$ cat src/rtl/csa_4_2_accumulator_pkg.sv
// Shared types for the 4:2 carry-save accumulator: beat classification used by the
// top-level next-state logic.
package csa_4_2_accumulator_pkg;

    typedef enum logic [1:0] {
        BeatNone,
        BeatDirect,
        BeatAccum,
        BeatLast
    } beat_e;

    // Last is only meaningful on accumulate beats.
    function automatic beat_e classify_beat(logic accept, logic acc, logic last);
        if (!accept) begin
            return BeatNone;
        end
        if (!acc) begin
            return BeatDirect;
        end
        return last ? BeatLast : BeatAccum;
    endfunction

endpackage

$ cat src/rtl/csa_4_2_accumulator_if.sv
// Input-beat and result handshake bundle for csa_4_2_accumulator.
interface csa_4_2_accumulator_if #(
    parameter int unsigned WIDTH = 16,
    parameter int unsigned CNT_W = 8
);
    logic             in_valid;
    logic             in_ready;
    logic [WIDTH-1:0] in_a;
    logic [WIDTH-1:0] in_b;
    logic [WIDTH-1:0] in_c;
    logic [WIDTH-1:0] in_d;
    logic             in_acc;
    logic             in_last;
    logic             acc_clear;
    logic             out_valid;
    logic             out_ready;
    logic [WIDTH-1:0] out_sum;
    logic [WIDTH-1:0] out_carry;
    logic [CNT_W-1:0] out_beats;

    modport master (
        output in_valid, in_a, in_b, in_c, in_d, in_acc, in_last, acc_clear, out_ready,
        input  in_ready, out_valid, out_sum, out_carry, out_beats
    );

    modport slave (
        input  in_valid, in_a, in_b, in_c, in_d, in_acc, in_last, acc_clear, out_ready,
        output in_ready, out_valid, out_sum, out_carry, out_beats
    );
endinterface

$ cat src/rtl/csa_4_2_row.sv
// Combinational row of WIDTH 4:2 compressor slices; sum + carry == a + b + c + d mod 2^WIDTH.
module csa_4_2_row #(
    parameter int unsigned WIDTH = 16
) (
    input  logic [WIDTH-1:0] a_i,
    input  logic [WIDTH-1:0] b_i,
    input  logic [WIDTH-1:0] c_i,
    input  logic [WIDTH-1:0] d_i,
    output logic [WIDTH-1:0] sum_o,
    output logic [WIDTH-1:0] carry_o
);
    logic [WIDTH-1:0] s1;
    logic [WIDTH-1:0] s2;
    logic [WIDTH-1:0] k1;
    logic [WIDTH-1:0] k2;

    assign k1[0]      = 1'b0;
    assign k2[0]      = 1'b0;
    assign carry_o[0] = 1'b0;

    // cout1 depends only on this slice's a,b,c, so the lateral chain never ripples.
    for (genvar i = 0; i < WIDTH; i++) begin : g_slice
        assign s1[i]    = a_i[i] ^ b_i[i] ^ c_i[i];
        assign s2[i]    = s1[i] ^ d_i[i] ^ k1[i];
        assign sum_o[i] = s2[i] ^ k2[i];
        if (i < WIDTH - 1) begin : g_cout
            assign k1[i+1]      = (a_i[i] & b_i[i]) | (a_i[i] & c_i[i]) | (b_i[i] & c_i[i]);
            assign k2[i+1]      = (s1[i] & d_i[i]) | (s1[i] & k1[i]) | (d_i[i] & k1[i]);
            assign carry_o[i+1] = s2[i] & k2[i];
        end
    end
endmodule

$ cat src/rtl/csa_4_2_accumulator.sv
// 4:2 carry-save compressor with a registered redundant output, valid/ready handshake
// and an accumulate mode that feeds the stored sum/carry pair back as operands c,d.
module csa_4_2_accumulator
    import csa_4_2_accumulator_pkg::*;
#(
    parameter int unsigned WIDTH = 16,
    parameter int unsigned CNT_W = 8
) (
    input logic                   clk,
    input logic                   rst,
    csa_4_2_accumulator_if.slave  bus
);
    typedef struct packed {
        logic [WIDTH-1:0] s;
        logic [WIDTH-1:0] c;
    } red_t;

    localparam red_t             RedZero = '0;
    localparam logic [CNT_W-1:0] CntMax  = '1;

    red_t             acc_q, acc_d;
    logic [CNT_W-1:0] acc_n_q, acc_n_d;
    red_t             out_q, out_d;
    logic [CNT_W-1:0] out_n_q, out_n_d;
    logic             out_valid_q, out_valid_d;

    red_t             src;
    red_t             row;
    logic [CNT_W-1:0] n0;
    logic [CNT_W-1:0] n_inc;
    logic [WIDTH-1:0] row_c;
    logic [WIDTH-1:0] row_d;
    logic             in_ready;
    beat_e            beat;

    assign in_ready      = !out_valid_q || bus.out_ready;
    assign bus.in_ready  = in_ready;
    assign bus.out_valid = out_valid_q;
    assign bus.out_sum   = out_q.s;
    assign bus.out_carry = out_q.c;
    assign bus.out_beats = out_n_q;

    // A clear in the same cycle as an accumulate beat starts the group afresh.
    assign src   = bus.acc_clear ? RedZero : acc_q;
    assign n0    = bus.acc_clear ? '0 : acc_n_q;
    assign n_inc = (n0 == CntMax) ? n0 : n0 + CNT_W'(1);
    assign row_c = bus.in_acc ? src.s : bus.in_c;
    assign row_d = bus.in_acc ? src.c : bus.in_d;
    assign beat  = classify_beat(bus.in_valid && in_ready, bus.in_acc, bus.in_last);

    csa_4_2_row #(
        .WIDTH (WIDTH)
    ) u_row (
        .a_i     (bus.in_a),
        .b_i     (bus.in_b),
        .c_i     (row_c),
        .d_i     (row_d),
        .sum_o   (row.s),
        .carry_o (row.c)
    );

    always_comb begin
        acc_d       = src;
        acc_n_d     = n0;
        out_d       = out_q;
        out_n_d     = out_n_q;
        out_valid_d = out_valid_q && !bus.out_ready;
        unique case (beat)
            BeatNone: begin
            end
            BeatDirect: begin
                out_d       = row;
                out_n_d     = CNT_W'(1);
                out_valid_d = 1'b1;
            end
            BeatAccum: begin
                acc_d   = row;
                acc_n_d = n_inc;
            end
            BeatLast: begin
                out_d       = row;
                out_n_d     = n_inc;
                out_valid_d = 1'b1;
                acc_d       = RedZero;
                acc_n_d     = '0;
            end
            default: begin
            end
        endcase
    end

    always_ff @(posedge clk) begin
        if (rst) begin
            acc_q       <= RedZero;
            acc_n_q     <= '0;
            out_q       <= RedZero;
            out_n_q     <= '0;
            out_valid_q <= 1'b0;
        end else begin
            acc_q       <= acc_d;
            acc_n_q     <= acc_n_d;
            out_q       <= out_d;
            out_n_q     <= out_n_d;
            out_valid_q <= out_valid_d;
        end
    end
endmodule

$ cat src/flat_wrapper.sv
// flat-port wrapper written by rule: the top's interface ports become plain ports
module csa_4_2_accumulator_flat import csa_4_2_accumulator_pkg::*;
#(
    parameter int unsigned WIDTH = 16,
    parameter int unsigned CNT_W = 8
)
  (clk, rst, bus_in_valid, bus_in_a, bus_in_b, bus_in_c, bus_in_d, bus_in_acc, bus_in_last, bus_acc_clear, bus_out_ready, bus_in_ready, bus_out_valid, bus_out_sum, bus_out_carry, bus_out_beats);
  csa_4_2_accumulator_if #(.WIDTH(WIDTH), .CNT_W(CNT_W)) bus_i ();
  input logic clk;
  input logic rst;
  input wire logic [$bits(bus_i.in_valid)-1:0] bus_in_valid;
  input wire logic [$bits(bus_i.in_a)-1:0] bus_in_a;
  input wire logic [$bits(bus_i.in_b)-1:0] bus_in_b;
  input wire logic [$bits(bus_i.in_c)-1:0] bus_in_c;
  input wire logic [$bits(bus_i.in_d)-1:0] bus_in_d;
  input wire logic [$bits(bus_i.in_acc)-1:0] bus_in_acc;
  input wire logic [$bits(bus_i.in_last)-1:0] bus_in_last;
  input wire logic [$bits(bus_i.acc_clear)-1:0] bus_acc_clear;
  input wire logic [$bits(bus_i.out_ready)-1:0] bus_out_ready;
  output wire logic [$bits(bus_i.in_ready)-1:0] bus_in_ready;
  output wire logic [$bits(bus_i.out_valid)-1:0] bus_out_valid;
  output wire logic [$bits(bus_i.out_sum)-1:0] bus_out_sum;
  output wire logic [$bits(bus_i.out_carry)-1:0] bus_out_carry;
  output wire logic [$bits(bus_i.out_beats)-1:0] bus_out_beats;
  assign bus_i.in_valid = bus_in_valid;
  assign bus_i.in_a = bus_in_a;
  assign bus_i.in_b = bus_in_b;
  assign bus_i.in_c = bus_in_c;
  assign bus_i.in_d = bus_in_d;
  assign bus_i.in_acc = bus_in_acc;
  assign bus_i.in_last = bus_in_last;
  assign bus_i.acc_clear = bus_acc_clear;
  assign bus_i.out_ready = bus_out_ready;
  assign bus_in_ready = bus_i.in_ready;
  assign bus_out_valid = bus_i.out_valid;
  assign bus_out_sum = bus_i.out_sum;
  assign bus_out_carry = bus_i.out_carry;
  assign bus_out_beats = bus_i.out_beats;
  csa_4_2_accumulator #(.WIDTH(WIDTH), .CNT_W(CNT_W)) u_core (.clk(clk), .rst(rst), .bus(bus_i));
endmodule
$ cat config.mk
export PLATFORM = sky130hd
export DESIGN_NAME = csa_4_2_accumulator_flat
export DESIGN_NICKNAME = d
export VERILOG_FILES = /design/src/rtl/csa_4_2_accumulator_pkg.sv /design/src/rtl/csa_4_2_accumulator_if.sv /design/src/rtl/csa_4_2_row.sv /design/src/rtl/csa_4_2_accumulator.sv /design/src/flat_wrapper.sv
export SDC_FILE = /design/constraint.sdc
export NUM_CORES = 1
export LEC_CHECK = 0
export BUFFER_PORTS_ARGS = -buffer_cell sky130_fd_sc_hd__buf_2
export CAP_MARGIN = 20
export CORE_ASPECT_RATIO = 0.75
export CORE_MARGIN = 1.5
export CORE_UTILIZATION = 40
export DETAILED_ROUTE_END_ITERATION = 16
export PLACE_DENSITY = 0.59
export SYNTH_ARGS = -nofsm -noshare
export SYNTH_HDL_FRONTEND = slang
export SYNTH_SLANG_ARGS = --single-unit
$ cat constraint.sdc
create_clock -name clk -period 3.5 [get_ports clk]
set_input_delay 0.525 -clock clk [delete_from_list [all_inputs] [get_ports clk]]
set_output_delay 0.525 -clock clk [all_outputs]
set_load 0.01 [all_outputs]
Word level (Yosys, flattened, before mapping)
Cells that the tools add are included.

word-level totals
  bits in registers = 79
  input port bits = 71
  word-level logic and storage cells = 273
  output and inout bits = 42

operators by class
  bitwise logic cells = 238
  equal/unequal tests = 4
  reduce and logical (&&, ||, !) cells = 7
  multiplexer cells = 16
  $add $sub $neg = 1

operators by type and width
  operator                                       count
  bitwise AND 1 bit                              102
  bitwise XOR 1 bit                              78
  one-hot mux 32 bit (2 select lines)            1
  OR 1 bit                                       58
  2-to-1 mux 16 bit                              2
  2-to-1 mux 32 bit                              1
  one-hot mux 8 bit (2 select lines)             2
  2-to-1 mux 8 bit                               2
  adder 8 x 1 -> 8 bit, second input constant    1
  == test 8 bit, second input constant           1
  2-to-1 mux 2 bit                               4
  == test 2 bit, second input constant           2
  2-to-1 mux 1 bit                               4
  == test 2 x 1 -> 1 bit, second input constant  1
  logical AND 1 bit                              2
  logical NOT 1 bit                              2
  nonzero test 2 bit                             1
  OR reduction 2 bit                             1
  logical OR 1 bit                               1

Longest topological paths before layout
Gate-level depths: netlist of the first run.

  depth in word-level cells = 10
  mapped depth = 11
  depth with buffers taken out = 9

Cells and area by module
A second synthesis of the first run with hierarchy kept.

unflattened totals
  cells, all modules = 569
  area total of the unflattened synthesis = 4933.5 µm²

by module, submodules not included
  module               area an instance (µm²)  seq. area each (µm²)  times used  cells each
  csa_4_2_accumulator  3838.7                  1621.6                1           449
  csa_4_2_row          1094.8                  0.0                   1           120

Least setup slack after synthesis of the first run
Ideal clock, no wire load.

  kind = input port to flip-flop
  start point = in bus_in_acc
  end point = reg u_core.acc_q[19] (netlist name)
  setup slack = 528 ps
  data required time = 3383 ps
  arrival = 2855 ps
  path buffers = 2
  stages = 7
  setup time = 117 ps
  cell sequence = buf_2 > clkbuf_1 > mux2_2 > fa_1 > fa_1 > ha_1 > a22o_1

RTL lines
  element               line                       source
  start, declared       flat_wrapper.sv:16         input wire logic [$bits(bus_i.in_acc)-1:0] bus_in_acc;
  end signal, assigned  csa_4_2_accumulator.sv:94  acc_q <= RedZero;
  end, declared         csa_4_2_accumulator.sv:21  red_t acc_q, acc_d;

==> flow_metrics.py, run 1 <==
metrics = {
    "cts": {
        "cts_hold_buffers": 0,
        "cts_made_buffers": 9,
        "clkLatencyLatePin_ps": 340,
        "clock_path_buffers": 2,
        "cts-root-buf": "clkbuf_16",
        "cts.repair.resized": 0,
        "cts.htree.levels": 3,
        "cts.clk_slew.worst_paths_ps": 60,
        "clkSinkCount": 79,
        "post_cts_buffers": 0,
        "cts_tree": "yes",
    },
    "yosys": {
        "muxShareOfSynthArea": 0.0757,
        "yosysSeqAreaShare": 0.358,
        "synthXorXnorAreaFrac": 0.0179,
        "synth.most_common_cell": "dfxtp_1",
        "synth_top_family_by_area": "simple AND/OR/NAND/NOR gates",
        "synth.yosys.warnings": 0,
        "synth-seq-cells": 79,
        "synth_top_area_frac": 0.358,
        "yosysTopAreaCell": "dfxtp_1",
        "ys_async_sr_fraction": 0,
        "avgSynthCellArea_um2": 9.92,
        "synth_adder_area_share": 0.177,
        "synth_edf_count": 0,
        "synth_top_flop_cell": "dfxtp_1",
        "yosys.area_share.simple": 0.185,
        "syn_area_um2": 4420,
        "synthTopCellsByCount": "dfxtp_1 (79), nand2_1 (68), a21oi_1 (37), nor2b_1 (33), a22o_1 (30)",
        "synth.distinct_cells": 55,
        "netlist_instances": 445,
        "synth-compound-area-share": 0.143,
        "synthTopCellsByArea": "dfxtp_1 (36%), fa_1 (13%), mux2_2 (6.9%)",
    },
    "flow_run": {
        "maxCapViolCount": 0,
    },
    "place": {
        "portBuffers": 110,
        "place_ws_ps": 397,
        "place.gp.congestion": 0.861,
        "dp_hpwl_um": 8470,
    },
    "routing": {
        "totalWireLength_um": 11700,
        "avgRoutedWirePerCell_um": 17.0,
        "drt_pre_antenna_iters": 4,
        "drc": 0,
        "viasPerCell": 5.22,
        "ant_nets": 0,
        "vias": 3583,
        "drtIter0Drc": 222,
    },
    "setup_path": {
        "cp_slowest_cell": "fa_1",
        "required_ps": 3730,
        "crit_path_max_fanout": 16,
        "max_stage_delay_ps": 490,
        "path_delay_family": "adder cells",
        "critical_path_arrival_ps": 2970,
        "cpMostUsedCell": "fa_1",
        "crit_path_start_kind": "primary input",
        "worstSetupEndpointType": "register",
        "crit_chain": "buf_2 -> buf_4 -> nor2b_1 -> mux2_2 -> fa_1 -> fa_1 -> ha_1 -> a22o_1",
        "path_buf_inv": 2,
        "path_class": "primary input to register",
    },
    "power_and_ir_drop": {
        "power_leakage_uw": 0.00235,
        "p_clk_frac": 0.388,
        "max-vdd-ir-drop_mv": 0.297,
        "seqPwrFrac": 0.397,
        "p_sw_uw": 680,
        "sw_frac_of_total": 0.278,
        "power_density_nw_per_um2": 456,
        "p_int_uw": 1770,
        "p_comb_frac": 0.216,
    },
    "sta": {
        "fmaxAchievable_ghz": 0.364,
        "fin_skew_ps": 4.68,
        "finalHoldViolCount": 0,
        "setup-violations-final": 0,
        "slew_headroom": 0.516,
        "slew_violations": 0,
        "timing.final.crit_share": 0.784,
        "tightest_slew_ps": 723,
        "rsz0062_at_grt": "false",
        "tns_ps": 0,
        "setup_ws_ps": 756,
        "fin_crit_ps": 2740,
    },
    "finish": {
        "nFillCells": 1011,
        "nets": 658,
        "num_antenna_cells": 0,
        "syn_to_final_growth_pct": 21.7,
        "drive_above_1_share": 0.311,
    },
    "floorplan": {
        "ios": 113,
        "rows": 33,
        "die_width_um": 124,
        "die_y_um": 94.0,
        "die_area_um2": 11700,
        "core_area_um2": 10900,
        "initial_utilization": 0.407,
    },
    "global_routing": {
        "grt_pass1_vias": 3530,
        "grt.total_usage": 0.204,
        "grt_overflow_total": 0,
        "antenna_found_initial": 0,
        "grt_max_degree": 41,
        "grt_pass1_wl_um": 18400,
    },
    "worst_hold_path": {
        "hold_path.class": "register to register",
    },
    "outcome": {
        "outcome": "complete, no violations",
    },
}
## stage by stage
step	instance area [um2]	hold slack, ps	util	cells	total power [uW]
global placement	5070	438	0.467	671	1500
floorplan	4420	453	-	446	1320
CTS	5370	449	0.495	686	2470
finish	5370	444	0.495	686	2450
global route	5370	473	0.495	686	2570
detailed placement	5070	441	0.467	671	1520
## final timing paths
check | endpoint | start | depth (start not counted) | slack (ps)
max | u_core.acc_q[24]$_SDFF_PP0_ | bus_acc_clear | 8 | 760
min | u_core.bus.out_beats[5]$_SDFFE_PP0P_ | u_core.bus.out_beats[5]$_SDFFE_PP0P_ | 2 | 440
max reg2reg | u_core.bus.out_sum[15]$_SDFFE_PP0P_ | u_core.acc_q[30]$_SDFF_PP0_ | 9 | 1020
min reg2reg | u_core.bus.out_beats[5]$_SDFFE_PP0P_ | u_core.bus.out_beats[5]$_SDFFE_PP0P_ | 2 | 440
## registers in the layout (all words and copies together) (netlist names)
name	flops
u_core.acc_n_q	8
u_core.acc_q	32
u_core.bus.out_beats	8
u_core.bus.out_carry	14
u_core.bus.out_sum	16
u_core.bus.out_valid	1
## cells by family (layout without fill, tap and decap cells)
family / count (synthesis) / in the layout
compound gates: 92 / 92
mux: 30 / 30
other cells: 1 / 2
fa+ha+maj: 45 / 45
flops: 79 / 79
buf+inv: 40 / 140
simple gates: 149 / 149
xor+xnor: 9 / 9
## routing by layer
metal	routed length [um]	global-route usage	vias up
met2	5160	0.315	112
li1	-	-	1736
met5	0	0	-
met3	843	0.0644	7
met4	99	0.0460	0
met1	5570	0.279	1728
## layout make-up
cell class / instances / area (um2) / share of cell area
multi-input combinational: 327 / 2660 / 0.494
sequential: 79 / 1580 / 0.294
timing repair buffer: 118 / 636 / 0.118
clock buffer: 12 / 256 / 0.0477
tap: 140 / 175 / 0.0326
clock inverter: 3 / 42.5 / 0.00792
inverter: 7 / 26.3 / 0.00489
## tightest hold or removal path: stages, from the launching register on
cell and delay, ps:
dfxtp_1 310, nand2_1 50, o21ai_1 50
## power by group through the flow
stage                     logic, uW  registers (uW)  clock network, uW
after floorplan                 316            1000                  0
after global placement          512             990                  0
after detailed placement        529             990                  0
after CTS                       533             971                969
after global routing            593             976               1010
final                           528             971                949
## cell usage in the layout, fill, tap and decap left out, types with 2 or more instances in the layout
cell type	netlist	final
mux2i_1	3	3
buf_2	12	110
a22o_1	30	30
ha_1	16	16
nor2_1	9	9
o21ai_0	5	5
nand2b_1	6	6
dfxtp_1	79	79
buf_4	4	6
buf_12	0	2
clkbuf_8	0	2
and3_1	3	3
nand3b_1	3	3
xnor2_1	9	9
clkbuf_16	0	9
o21ai_1	2	2
nor2b_1	33	33
fa_1	29	29
nand2_1	68	68
nand3_1	5	5
nor3b_1	2	2
conb_1	1	2
a31oi_1	6	5
and4b_4	2	2
nor3_1	2	2
mux2_2	27	27
nand4b_1	3	3
inv_1	7	7
a21oi_1	37	37
Power figures use the tool's default switching activity.
==> inputs of run 2 (changes only) <==
- clock period: 3.5 -> 2.7 ns (I/O delays scaled with it)
==> flow_metrics.py, run 2 (synthesis results as in run 1) <==
metrics = {
    "outcome": {
        "outcome": "complete, no violations",
    },
    "global_routing": {
        "grt_pass1_vias": 3477,
        "grt_pass1_wl_um": 18000,
        "grt_max_degree": 32,
        "grt.total_usage": 0.201,
        "antenna_found_initial": 0,
        "grt_overflow_total": 0,
    },
    "power_and_ir_drop": {
        "max-vdd-ir-drop_mv": 0.355,
        "p_total_uw": 3110,
        "power_leakage_uw": 0.00240,
        "power_density_nw_per_um2": 570,
    },
    "cts": {
        "clkSinkCount": 79,
        "cts.repair.resized": 0,
        "clock_path_buffers": 2,
        "cts_made_buffers": 9,
        "cts.clk_slew.worst_paths_ps": 60,
        "post_cts_buffers": 0,
        "cts_tree": "yes",
        "cts_hold_buffers": 0,
        "cts-root-buf": "clkbuf_16",
        "cts.htree.levels": 3,
        "clkLatencyLatePin_ps": 340,
    },
    "routing": {
        "avgRoutedWirePerCell_um": 16.7,
        "drt_pre_antenna_iters": 4,
        "drc": 0,
        "ant_nets": 0,
        "drtIter0Drc": 212,
        "vias": 3607,
        "viasPerCell": 5.16,
        "totalWireLength_um": 11700,
    },
    "place": {
        "portBuffers": 110,
        "dp_hpwl_um": 8820,
        "dp_cells": 683,
        "place.gp.congestion": 0.827,
        "place_ws_ps": -32.5,
    },
    "floorplan": {
        "core_area_um2": 10900,
        "die_area_um2": 11700,
        "ios": 113,
        "die_width_um": 124,
        "initial_utilization": 0.407,
        "rows": 33,
        "die_y_um": 94.0,
    },
    "sta": {
        "finalHoldViolCount": 0,
        "timing.final.crit_share": 0.878,
        "fin_skew_ps": 4.27,
        "rsz0062_at_grt": "false",
        "tightest_slew_ps": 788,
        "fin_crit_ps": 2370,
        "whs_ps": 430,
        "slew_headroom": 0.473,
        "fmaxAchievable_ghz": 0.422,
        "setup_ws_ps": 331,
        "tns_ps": 0,
        "setup-violations-final": 0,
        "slew_violations": 0,
    },
    "setup_path": {
        "worstRegToRegCells": 9,
        "critical_path_arrival_ps": 2620,
        "cpMostUsedCell": "xnor2_1",
        "reg2reg_slack_ps": 360,
        "crit_chain": "buf_2 -> buf_12 -> nor2b_1 -> mux2i_1 -> fa_1 -> inv_1 -> fa_1 -> xnor2_1 -> xnor2_1 -> xnor2_1 -> a211oi_1",
        "path_buf_inv": 3,
        "crit_path_start_kind": "primary input",
        "worstReg2RegStart": "u_core.acc_q[30]$_SDFF_PP0_",
        "path_delay_family": "adder cells",
        "crit_path_max_fanout": 11,
        "max_stage_delay_ps": 480,
        "required_ps": 2950,
        "reg2reg_to": "u_core.bus.out_sum[15]$_SDFFE_PP0P_",
        "cp_slowest_cell": "fa_1",
        "worstSetupEndpointType": "register",
        "path_class": "primary input to register",
    },
    "finish": {
        "final_common_cell": "buf_2",
        "nFillCells": 1019,
        "final_cells": 699,
        "num_antenna_cells": 0,
        "nets": 670,
        "top_register": "u_core.acc_q",
        "largest_register_ffs": 32,
        "layout_common_cells": "buf_2 (110), dfxtp_1 (79), nand2_1 (68)",
        "syn_to_final_growth_pct": 23.5,
        "drive_above_1_share": 0.326,
    },
    "worst_hold_path": {
        "hold_path_end": "u_core.bus.out_beats[0]$_SDFFE_PP0P_",
        "hold_path.class": "primary input to register",
        "worstHoldStart": "bus_in_last",
        "hold_path_depth": 2,
    },
    "flow_run": {
        "maxCapViolCount": 0,
    },
}
==> run 2: cell types whose count changed in the layout (fill, tap and decap cells not counted), sizes merged <==
| cell | delta |
|---|---|
| buf | +12 |
| clkinv | +1 |
| bufinv | -1 |
| clkbuf | +1 |
==> run 2: worst reg2reg max path, delay by kind of cell (launching register included) <==
kind	cells	cell delay (ps)
AND/OR/NAND/NOR	1	160
adder cells (fa/ha/maj)	2	910
flip-flops	1	300
AO/OA/AOI/OAI	1	220
multiplexers	1	100
buffers and inverters	1	50
XOR/XNOR	3	510
==> run 2: final cells by class <==
type                            instances  area, um2  area share
Timing Repair Buffer                  130        738       0.135
Inverter                                7       26.3     0.00482
Clock buffer                           13        260      0.0477
Tap cell                              140        175      0.0321
Sequential cell                        79       1580       0.290
Multi-Input combinational cell        327       2660       0.487
Clock inverter                          3       17.5     0.00321
==> run 2: how the worst max path moves through the flow <==
stage | depth (start not counted) | end | from
floorplan | 7 | u_core.acc_q[24]$_SDFF_PP0_ | bus_in_acc
global placement | 11 | u_core.bus.out_sum[15]$_SDFFE_PP0P_ | bus_acc_clear
global route | 11 | u_core.bus.out_sum[15]$_SDFFE_PP0P_ | bus_acc_clear
detailed placement | 11 | u_core.bus.out_sum[15]$_SDFFE_PP0P_ | bus_acc_clear
finish | 11 | u_core.bus.out_sum[15]$_SDFFE_PP0P_ | bus_acc_clear
CTS | 11 | u_core.bus.out_sum[15]$_SDFFE_PP0P_ | bus_acc_clear
==> run 2: routing by layer <==
layer / up-vias / wire length [um] / global-route usage
li1: 1767 / - / -
met1: 1733 / 5670 / 0.280
met2: 95 / 5060 / 0.293
met3: 12 / 755 / 0.0666
met4: 0 / 156 / 0.0623
met5: - / 0 / 0
==> run 2: through the flow <==
stage	area (um2)	util
after floorplan	4430	-
after global routing	5450	0.502
final	5450	0.502
after global placement	5180	0.477
after CTS	5450	0.502
after detailed placement	5180	0.477
==> run 2: power breakdown <==
group	leakage, uW	switching (uW)	internal, uW
Clock	0.000136	489	671
Sequential	0.000641	30.2	1230
Combinational	0.00163	379	311
==> inputs of run 3 (changes only) <==
- CORE_UTILIZATION: 40 -> 54
- PLACE_DENSITY: 0.59 -> 0.77
==> flow_metrics.py, run 3 (synthesis results as in run 1) <==
metrics = {
    "outcome": {
        "outcome": "complete, no violations",
    },
    "power_and_ir_drop": {
        "power_leakage_uw": 0.00245,
        "power_density_nw_per_um2": 558,
        "p_total_uw": 3060,
        "max-vdd-ir-drop_mv": 0.341,
    },
    "sta": {
        "fin_crit_ps": 2420,
        "rsz0062_at_grt": "false",
        "tns_ps": 0,
        "finalHoldViolCount": 0,
        "tightest_slew_ps": 746,
        "timing.final.crit_share": 0.896,
        "setup_ws_ps": 282,
        "fmaxAchievable_ghz": 0.414,
        "slew_violations": 0,
        "fin_skew_ps": 5.49,
        "slew_headroom": 0.500,
        "setup-violations-final": 0,
    },
    "setup_path": {
        "crit_path_max_fanout": 9,
        "worstSetupEndpointType": "register",
        "path_buf_inv": 2,
        "worstRegToRegCells": 6,
        "crit_path_start_kind": "primary input",
        "critical_path_arrival_ps": 2670,
        "worstReg2RegStart": "u_core.acc_q[23]$_SDFF_PP0_",
        "max_stage_delay_ps": 490,
        "reg2reg_slack_ps": 290,
        "path_delay_family": "adder cells",
        "reg2reg_to": "u_core.acc_q[23]$_SDFF_PP0_",
        "cpMostUsedCell": "fa_1",
        "crit_chain": "buf_2 -> buf_4 -> mux2_2 -> fa_1 -> fa_1 -> ha_1 -> a22o_1",
        "path_class": "primary input to register",
        "required_ps": 2950,
        "cp_slowest_cell": "fa_1",
    },
    "finish": {
        "num_antenna_cells": 0,
        "nets": 681,
        "fin_area_um2": 5470,
        "largest_register_ffs": 32,
        "syn_to_final_growth_pct": 24.0,
        "nFillCells": 636,
        "drive_above_1_share": 0.340,
        "final_util": 0.691,
        "layout_common_cells": "buf_2 (110), dfxtp_1 (79), nand2_1 (68)",
        "top_register": "u_core.acc_q",
        "final_common_cell": "buf_2",
    },
    "worst_hold_path": {
        "worstHoldStart": "rst",
        "hold_path_end": "u_core.acc_q[31]$_SDFF_PP0_",
        "hold_path_depth": 4,
        "hold_path.class": "primary input to register",
    },
    "place": {
        "placed_area_um2": 5230,
        "place_ws_ps": -72.1,
        "portBuffers": 110,
        "place.gp.congestion": 0.906,
        "dp_hpwl_um": 8290,
    },
    "routing": {
        "ant_nets": 0,
        "drtIter0Drc": 234,
        "totalWireLength_um": 11100,
        "vias": 3674,
        "viasPerCell": 5.44,
        "drc": 0,
        "avgRoutedWirePerCell_um": 16.4,
        "drt_pre_antenna_iters": 4,
    },
    "global_routing": {
        "grt_pass1_wl_um": 17300,
        "grt_pass1_vias": 3519,
        "grt_max_degree": 41,
        "grt_overflow_total": 0,
        "grt.total_usage": 0.261,
        "antenna_found_initial": 0,
    },
    "floorplan": {
        "initial_utilization": 0.558,
        "die_width_um": 107,
        "die_y_um": 81.3,
        "die_area_um2": 8730,
        "rows": 28,
        "ios": 113,
        "core_area_um2": 7920,
    },
    "cts": {
        "cts_hold_buffers": 0,
        "cts-root-buf": "clkbuf_8",
        "clkLatencyLatePin_ps": 350,
        "cts.clk_slew.worst_paths_ps": 80,
        "clock_path_buffers": 2,
        "cts.htree.levels": 3,
        "cts_tree": "yes",
        "cts_made_buffers": 9,
        "clkSinkCount": 79,
        "post_cts_buffers": 0,
        "cts.repair.resized": 0,
    },
    "flow_run": {
        "maxCapViolCount": 0,
    },
}
-- run 3: changes by cell type in the layout (fill, tap and decap cells not counted), sizes merged --
cell	change
clkbuf	-2
clkinv	-2
clkinvlp	+1
bufinv	+3
buf	+11
-- run 3: worst max path at each step --
stage                       start                                  end  depth (start not counted)
finish                 bus_in_acc          u_core.acc_q[19]$_SDFF_PP0_                          7
global route        bus_acc_clear  u_core.bus.out_sum[15]$_SDFFE_PP0P_                         11
CTS                 bus_acc_clear          u_core.acc_q[17]$_SDFF_PP0_                          9
detailed placement  bus_acc_clear  u_core.bus.out_sum[15]$_SDFFE_PP0P_                         11
global placement       bus_in_acc          u_core.acc_q[19]$_SDFF_PP0_                          7
floorplan              bus_in_acc          u_core.acc_q[24]$_SDFF_PP0_                          7
-- run 3: through the flow --
step	std cells	hold WS [ps]
floorplan	446	453
global placement	659	430
CTS	675	358
detailed placement	659	443
finish	675	366
global route	675	374
-- run 3: cell type report --
type	count	area, um2	area share
flip-flops and latches	79	1580	0.289
inverters	7	26.3	0.00480
clock inverters	5	105	0.0192
well taps	105	131	0.0240
clock buffers	11	141	0.0258
multi-input cells	327	2660	0.485
repair buffers	141	833	0.152
-- run 3: worst min-delay path: cells and delay by family --
| kind | cells | cell delay [ps] |
|---|---|---|
| AND/OR/NAND/NOR | 2 | 120 |
| buffers and inverters | 1 | 90 |
| AO/OA/AOI/OAI | 1 | 50 |
-- run 3: layer usage --
metal | vias up | wire [um] | global-route usage
met5 | - | 0 | 0
met4 | 0 | 135 | 0.0737
met3 | 13 | 653 | 0.0554
met2 | 122 | 5030 | 0.414
met1 | 1759 | 5280 | 0.363
li1 | 1780 | - | -
-- run 3: power breakdown --
part	leakage (uW)	switching [uW]	internal (uW)
logic	0.00169	385	324
registers	0.000641	30.9	1230
clock network	0.000116	450	640
total	0.00245	866	2190
